<file path="src/rtl/e203_lsu_req_arbt_pkg.sv">
// Shared constants for the LSU request arbiter: requester IDs and default sizing.
package e203_lsu_req_arbt_pkg;

   localparam logic        E203_LSU_ARBT_ID_AGU     = 1'b0;
   localparam logic        E203_LSU_ARBT_ID_NICE    = 1'b1;
   localparam int unsigned E203_LSU_ARBT_OUTS_DEPTH = 2;
   localparam int unsigned E203_LSU_ARBT_AW         = 32;
   localparam int unsigned E203_LSU_ARBT_DW         = 32;

endpackage

</file>
<file path="src/rtl/e203_lsu_arbt_outs_fifo.sv">
// Outstanding-command ID FIFO (1 bit wide, DEPTH deep).
//   clk, rst      : clock, asynchronous active-high reset
//   push_i/din_i  : write the requester ID of an accepted command (caller keeps push off when full)
//   pop_i         : retire the head entry on a response handshake (caller keeps pop off when empty)
//   full_o/empty_o: occupancy flags
//   head_o        : ID of the oldest outstanding command
module e203_lsu_arbt_outs_fifo #(
   parameter int unsigned DEPTH = 2
) (
   input  logic clk,
   input  logic rst,
   input  logic push_i,
   input  logic pop_i,
   input  logic din_i,
   output logic full_o,
   output logic empty_o,
   output logic head_o
);

   generate
      if (DEPTH == 1) begin : g_one
         // Single entry: a valid flag replaces the pointer pair.
         logic vld_q, vld_d;
         logic dat_q, dat_d;

         always_comb begin
            vld_d = vld_q;
            dat_d = dat_q;
            if (push_i) begin
               vld_d = 1'b1;
               dat_d = din_i;
            end else if (pop_i) begin
               vld_d = 1'b0;
            end
         end

         always_ff @(posedge clk or posedge rst) begin
            if (rst) begin
               vld_q <= 1'b0;
               dat_q <= 1'b0;
            end else begin
               vld_q <= vld_d;
               dat_q <= dat_d;
            end
         end

         assign full_o  = vld_q;
         assign empty_o = ~vld_q;
         assign head_o  = dat_q;
      end else begin : g_multi
         localparam int unsigned PW = $clog2(DEPTH);

         // Pointers carry one extra wrap bit to tell full from empty.
         logic [DEPTH-1:0] mem_q, mem_d;
         logic [PW:0]      wptr_q, wptr_d;
         logic [PW:0]      rptr_q, rptr_d;

         always_comb begin
            mem_d  = mem_q;
            wptr_d = wptr_q;
            rptr_d = rptr_q;
            if (push_i) begin
               mem_d[wptr_q[PW-1:0]] = din_i;
               wptr_d = wptr_q + (PW+1)'(1);
            end
            if (pop_i) begin
               rptr_d = rptr_q + (PW+1)'(1);
            end
         end

         always_ff @(posedge clk or posedge rst) begin
            if (rst) begin
               mem_q  <= '0;
               wptr_q <= '0;
               rptr_q <= '0;
            end else begin
               mem_q  <= mem_d;
               wptr_q <= wptr_d;
               rptr_q <= rptr_d;
            end
         end

         assign empty_o = (wptr_q == rptr_q);
         assign full_o  = (wptr_q[PW] != rptr_q[PW]) &&
                          (wptr_q[PW-1:0] == rptr_q[PW-1:0]);
         assign head_o  = mem_q[rptr_q[PW-1:0]];
      end
   endgenerate

endmodule

</file>
<file path="src/rtl/e203_lsu_req_arbt.sv">
// Two-requester ICB arbiter in front of the LSU command port.
// Requester 0 = AGU, requester 1 = NICE memory port. Responses return in order
// and are routed by the ID FIFO head.
// Optional macro E203_LSU_ARBT_RR_EN: round-robin grant (default: NICE over AGU).
// Ports:
//   clk, rst              : clock, asynchronous active-high reset
//   nice_mem_holdup       : NICE asks for exclusive use of the LSU path
//   r0_cmd_* / r1_cmd_*   : requester command channels
//   r0_rsp_* / r1_rsp_*   : requester response channels
//   o_cmd_* / o_rsp_*     : shared channel to LSU control
//   arbt_active           : any command pending or response outstanding
module e203_lsu_req_arbt
   import e203_lsu_req_arbt_pkg::*;
#(
   parameter int unsigned AW         = E203_LSU_ARBT_AW,
   parameter int unsigned DW         = E203_LSU_ARBT_DW,
   parameter int unsigned OUTS_DEPTH = E203_LSU_ARBT_OUTS_DEPTH
) (
   input  logic            clk,
   input  logic            rst,
   input  logic            nice_mem_holdup,

   input  logic            r0_cmd_valid,
   output logic            r0_cmd_ready,
   input  logic [AW-1:0]   r0_cmd_addr,
   input  logic            r0_cmd_read,
   input  logic [DW-1:0]   r0_cmd_wdata,
   input  logic [DW/8-1:0] r0_cmd_wmask,
   input  logic [1:0]      r0_cmd_size,
   output logic            r0_rsp_valid,
   input  logic            r0_rsp_ready,
   output logic            r0_rsp_err,
   output logic [DW-1:0]   r0_rsp_rdata,

   input  logic            r1_cmd_valid,
   output logic            r1_cmd_ready,
   input  logic [AW-1:0]   r1_cmd_addr,
   input  logic            r1_cmd_read,
   input  logic [DW-1:0]   r1_cmd_wdata,
   input  logic [DW/8-1:0] r1_cmd_wmask,
   input  logic [1:0]      r1_cmd_size,
   output logic            r1_rsp_valid,
   input  logic            r1_rsp_ready,
   output logic            r1_rsp_err,
   output logic [DW-1:0]   r1_rsp_rdata,

   output logic            o_cmd_valid,
   input  logic            o_cmd_ready,
   output logic [AW-1:0]   o_cmd_addr,
   output logic            o_cmd_read,
   output logic [DW-1:0]   o_cmd_wdata,
   output logic [DW/8-1:0] o_cmd_wmask,
   output logic [1:0]      o_cmd_size,
   input  logic            o_rsp_valid,
   output logic            o_rsp_ready,
   input  logic            o_rsp_err,
   input  logic [DW-1:0]   o_rsp_rdata,

   output logic            arbt_active
);

   logic fifo_full, fifo_empty, fifo_head;
   logic fifo_push, fifo_pop;
   logic gnt_id, gnt_vld;
   logic lock_q, lock_d;
   logic lock_id_q, lock_id_d;
   logic cmd_hsk;
   logic elig0, elig1;

`ifdef E203_LSU_ARBT_RR_EN
   logic ptr_q, ptr_d;
`endif

   assign elig0 = r0_cmd_valid & ~nice_mem_holdup;
   assign elig1 = r1_cmd_valid;

   // Grant: a locked grant keeps its requester (even under holdup) so the
   // payload stays stable until the handshake.
   always_comb begin
      gnt_id  = E203_LSU_ARBT_ID_AGU;
      gnt_vld = 1'b0;
      if (lock_q) begin
         gnt_id  = lock_id_q;
         gnt_vld = lock_id_q ? r1_cmd_valid : r0_cmd_valid;
      end else begin
         gnt_vld = elig0 | elig1;
`ifdef E203_LSU_ARBT_RR_EN
         if (elig0 & elig1) gnt_id = ptr_q;
         else               gnt_id = elig1;
`else
         gnt_id = elig1;
`endif
      end
   end

   // Full FIFO blocks the command path outright; no push-on-pop when full.
   assign o_cmd_valid  = gnt_vld & ~fifo_full;
   assign cmd_hsk      = o_cmd_valid & o_cmd_ready;
   assign r0_cmd_ready = o_cmd_ready & o_cmd_valid & (gnt_id == E203_LSU_ARBT_ID_AGU);
   assign r1_cmd_ready = o_cmd_ready & o_cmd_valid & (gnt_id == E203_LSU_ARBT_ID_NICE);

   assign o_cmd_addr  = gnt_id ? r1_cmd_addr  : r0_cmd_addr;
   assign o_cmd_read  = gnt_id ? r1_cmd_read  : r0_cmd_read;
   assign o_cmd_wdata = gnt_id ? r1_cmd_wdata : r0_cmd_wdata;
   assign o_cmd_wmask = gnt_id ? r1_cmd_wmask : r0_cmd_wmask;
   assign o_cmd_size  = gnt_id ? r1_cmd_size  : r0_cmd_size;

   // Lock next state: set on a stalled command, cleared on handshake.
   always_comb begin
      lock_d    = lock_q;
      lock_id_d = lock_id_q;
      if (o_cmd_valid & ~o_cmd_ready) begin
         lock_d    = 1'b1;
         lock_id_d = gnt_id;
      end else if (cmd_hsk) begin
         lock_d    = 1'b0;
      end
   end

   always_ff @(posedge clk or posedge rst) begin
      if (rst) begin
         lock_q    <= 1'b0;
         lock_id_q <= E203_LSU_ARBT_ID_AGU;
      end else begin
         lock_q    <= lock_d;
         lock_id_q <= lock_id_d;
      end
   end

`ifdef E203_LSU_ARBT_RR_EN
   // Round-robin pointer hands the tie to the requester not just served.
   always_comb begin
      ptr_d = ptr_q;
      if (cmd_hsk) ptr_d = ~gnt_id;
   end

   always_ff @(posedge clk or posedge rst) begin
      if (rst) ptr_q <= E203_LSU_ARBT_ID_AGU;
      else     ptr_q <= ptr_d;
   end
`endif

   assign fifo_push = cmd_hsk;
   assign fifo_pop  = o_rsp_valid & o_rsp_ready;

   e203_lsu_arbt_outs_fifo #(
      .DEPTH (OUTS_DEPTH)
   ) u_outs_fifo (
      .clk     (clk),
      .rst     (rst),
      .push_i  (fifo_push),
      .pop_i   (fifo_pop),
      .din_i   (gnt_id),
      .full_o  (fifo_full),
      .empty_o (fifo_empty),
      .head_o  (fifo_head)
   );

   // Response routing by head ID; an empty FIFO stalls any spurious response.
   assign r0_rsp_valid = o_rsp_valid & ~fifo_empty & (fifo_head == E203_LSU_ARBT_ID_AGU);
   assign r1_rsp_valid = o_rsp_valid & ~fifo_empty & (fifo_head == E203_LSU_ARBT_ID_NICE);
   assign o_rsp_ready  = ~fifo_empty & (fifo_head ? r1_rsp_ready : r0_rsp_ready);

   assign r0_rsp_err   = o_rsp_err;
   assign r1_rsp_err   = o_rsp_err;
   assign r0_rsp_rdata = o_rsp_rdata;
   assign r1_rsp_rdata = o_rsp_rdata;

   assign arbt_active = r0_cmd_valid | r1_cmd_valid | ~fifo_empty;

endmodule
</file>
<file path="config.mk">
export PLATFORM = sky130hd
export DESIGN_NAME = e203_lsu_req_arbt
export DESIGN_NICKNAME = d
export VERILOG_FILES = /design/src/rtl/e203_lsu_req_arbt_pkg.sv /design/src/rtl/e203_lsu_arbt_outs_fifo.sv /design/src/rtl/e203_lsu_req_arbt.sv
export SDC_FILE = /design/constraint.sdc
export NUM_CORES = 1
export LEC_CHECK = 0
export CAP_MARGIN = 20
export CORE_AREA = 3 3 125 127
export CTS_CLUSTER_SIZE = 40
export DETAILED_ROUTE_END_ITERATION = 10
export DIE_AREA = 0 0 128 130
export SYNTH_ARGS = -nofsm -noshare
export SYNTH_HDL_FRONTEND = slang
export SYNTH_SLANG_ARGS = --single-unit
</file>
<file path="constraint.sdc">
create_clock -name clk -period 1.65 [get_ports clk]
set_input_delay 0.165 -clock clk [delete_from_list [all_inputs] [get_ports clk]]
set_output_delay 0.165 -clock clk [all_outputs]
set_load 0.05 [all_outputs]
</file>
==> key figures <==
Critical path
  – CP cell instances: buf_6, mux2_4, clkbuf_16, nand2_1, nand2_2, buf_12
  – Largest stage delay, worst path: 0.40 ns
  – Slowest cell on the critical path: dfrtp_1
  – Worst EP required: 1.48 ns
  – Setup CP Type: register to primary output
  – Critical Path Start Type: register
  – Reg2reg setup slack: -0.05 ns
  – R2R Path Start: lock_q
  – Reg2reg path depth: 7
  – Crit end category: primary output
  – Critical path fanouts, max: 21
  – R2r endpoint: u_outs_fifo.g_multi.wptr_q[1]
  – Arrival @ worst endpoint: roughly 1.7 ns

Power
  – Leak: between 2 and 2.5 nW
  – IR drop worst, VDD: ~0.0010 V
  – Total power: ~13 mW
  – Power Density: 2340 nW/um^2

Placed design
  – Placement Cell Area: ~4800 sq um
  – GPL Wtd Cong: around 0.74
  – IO buf count: 228
  – Sum of net half-perimeters after detailed placement: around 8.4 mm

Clock tree
  – CTS tree: yes
  – Clock sinks: 8
  – Clk root buf: clkbuf_16
  – CTS H-Tree Depth: 1
  – Clock Path Buffers: 2
  – Worst-Skew Late Latency: ~0.23 ns
  – CTS Buf Count: 3
  – Clock transition at path regs: roughly 0.040 ns

Timing
  – Final Cycle Share: 1.11
  – Max Clk Rate: around 0.55 GHz
  – Final setup margin: -0.176 ns
  – RSZ-0062 raised after global routing: yes
  – Layout Skew: ~0.00066 ns
  – Fin. Hold Viols: 0
  – Final min period: around 1.8 ns
  – Tightest Pin Transition: 0.341 ns
  – Hold slack: 0.193 ns
  – Slew headroom: 0.773
  – Final setup viols: between 70 and 80
  – TNS Setup: -10.65 ns
  – Pins Over Slew Limit: 0

Cells and area
  – Core Util, Final: 0.372
  – Area Growth Syn to Fin: 173%
  – Footprint of the multi-input gates: 1440 sq um
  – Final Net Count: roughly 710
  – Share of layout cells above drive strength 1: 0.371
  – Filler instances: between 1000 and 1500
  – Register area: approximately 200 sq um
  – Final instance area: 5400 sq um
  – N_diodes: 0

Floorplanning
  – Die width: 128 um
  – Core area: 14500 sq um
  – FP Rows: 44
  – # IOs: about 330
  – Die height: between 100 and 150 um
  – Initial Utilization: 0.136
  – Die area: 16600 sq um

Routing
  – Avg WL per Cell: 15.8 um
  – Final ANT Viol Nets: 0
  – Total Wirelength: ~11 mm
  – DRC marker count from the first detailed-route iteration: 76
  – DR pass1 iterations: 4
  – DRC viols: 0
  – Vias/cell: approximately 3.9
  – Via count: around 2800

Yosys
  – Synthesis-stage register bit count: 8
  – Synth Cell Area: roughly 2000 sq um
  – Net Count, Synth: ~540
  – Instance count of the mapped netlist: around 350
  – Yosys warns: 0
  – Post-Syn Area per Cell: about 5.6 sq um
  – Seq/Total Area, Yosys: 0.101
  – Distinct cells, synth: 30
  – Area share of the leading cell type in the synthesized netlist: 0.411
  – Biggest area consumer among synthesized cells: nand2_1
  – Synth top area cells: nand2_1 (41%), buf_4 (25%), dfrtp_1 (10%)

Hold path
  – Worst hold path class: primary input to async pin

Run status
  – Status: finished with violations
  – Violated checks: setup timing

GRT
  – Vias in the first global route: roughly 2700
  – First-pass GRT wire length: roughly 15 mm
  – Grt total ovfl: 0
  – Overall Global Routing Usage: 0.111
  – Initial antenna violation count: 0
  – Largest net degree at the start of global routing: between 40 and 50

Flow run
  – MaxCap Viol Count: 0
per-layer routing:
layer | vias up | GRT usage | routed length [um] | part of all wire
li1 | 1354 | - | - | -
met1 | 1204 | 0.123 | 4020 | 0.36
met2 | 209 | 0.186 | 5440 | 0.49
met3 | 6 | 0.0704 | 1710 | 0.15
met4 | 0 | 0.0125 | 37 | 0.0033
met5 | - | 0 | 0 | 0
critical path: cells and delay by family, from the launching register on:
| family | cells | cell delay (ns) |
|---|---|---|
| buffers and inverters | 3 | 0.49 |
| AND/OR/NAND/NOR | 2 | 0.19 |
| flip-flops | 1 | 0.40 |
| multiplexers | 1 | 0.35 |
report_power, final:
group	switching (mW)	internal (mW)	total, mW
registers	0.181	0.303	0.485
logic	6.22	5.51	11.7
clock network	0.0993	0.313	0.412
total	6.50	6.12	12.6
repair_timing:
item                                   4_1_cts  5_1_grt
resized for setup                           69       27
gates cloned                                 2        5
buffers inserted                             4        5
pin swaps                                    4        6
endpoints found under the hold margin        0        0
setup endpoints to repair                   76       81
hold buffers                                 0        0
worst max path at each step:
stage                                   from              end  slack, ns  cells past startpoint
6_report                              lock_q  o_cmd_wdata[12]      -0.18                      6
4_1_cts                               lock_q   o_cmd_addr[26]      -0.20                      7
5_1_grt                               lock_q  o_cmd_wdata[15]      -0.24                      7
3_3_place_gp                    r1_cmd_valid   o_cmd_addr[26]      -0.13                      7
2_1_floorplan  u_outs_fifo.g_multi.rptr_q[0]      o_rsp_ready      -0.01                      4
3_5_place_dp                    r1_cmd_valid   o_cmd_addr[26]      -0.13                      7
cells by family (layout without fill, tap and decap cells):
| group | after synthesis | after routing | synth area share |
|---|---|---|---|
| simple gates | 230 | 230 | 0.444 |
| buf+inv | 85 | 258 | 0.323 |
| compound gates | 15 | 15 | 0.0524 |
| mux | 10 | 10 | 0.0581 |
| flops | 8 | 8 | 0.101 |
| xor+xnor | 4 | 4 | 0.0215 |
final cells by class:
class,instances,area share
sequential,8,0.0375
multi-input combinational,259,0.266
timing repair buffer,253,0.639
clock buffer,3,0.0139
tap,184,0.0426
inverter,2,0.00139
state kept, by name, summed over array words and instances, names as in the netlist:
register                    flops
lock_q                          1
u_outs_fifo.g_multi.wptr_q      2
u_outs_fifo.g_multi.rptr_q      2
u_outs_fifo.g_multi.mem_q       2
lock_id_q                       1
placed cells by master (no fill, tap or decap), types with 3 or more instances in the layout:
cell / count
buf_4: 9
buf_6: 5
clkbuf_16: 7
mux2_4: 3
buf_16: 4
nor2_1: 4
nand2_2: 65
nand2_4: 3
buf_12: 80
mux2i_1: 4
a21oi_1: 3
clkdlybuf4s50_1: 150
dfrtp_1: 6
nand2_1: 150
synthesized netlist by cell type, drive strengths merged:
master	instances
nand2	218
buf	82
dfrtp	8
mux2i	7
nor2	7
a21oi	5
mux2	3
xor2	3
a31oi	2
and2	2
inv	2
nand2b	2
o21ai	2
a22o	1
a32o	1
a41oi	1
clkbuf	1
nor2b	1
o211ai	1
o21a	1
o31ai	1
xnor2	1
per-stage QoR:
step | setup WS (ns) | instances
6_report | -0.176 | 709
5_1_grt | -0.241 | 709
4_1_cts | -0.196 | 700
3_5_place_dp | -0.128 | 691
3_3_place_gp | -0.131 | 691
2_1_floorplan | -0.0127 | 352
No activity file was read; power rests on OpenSTA's default activity.
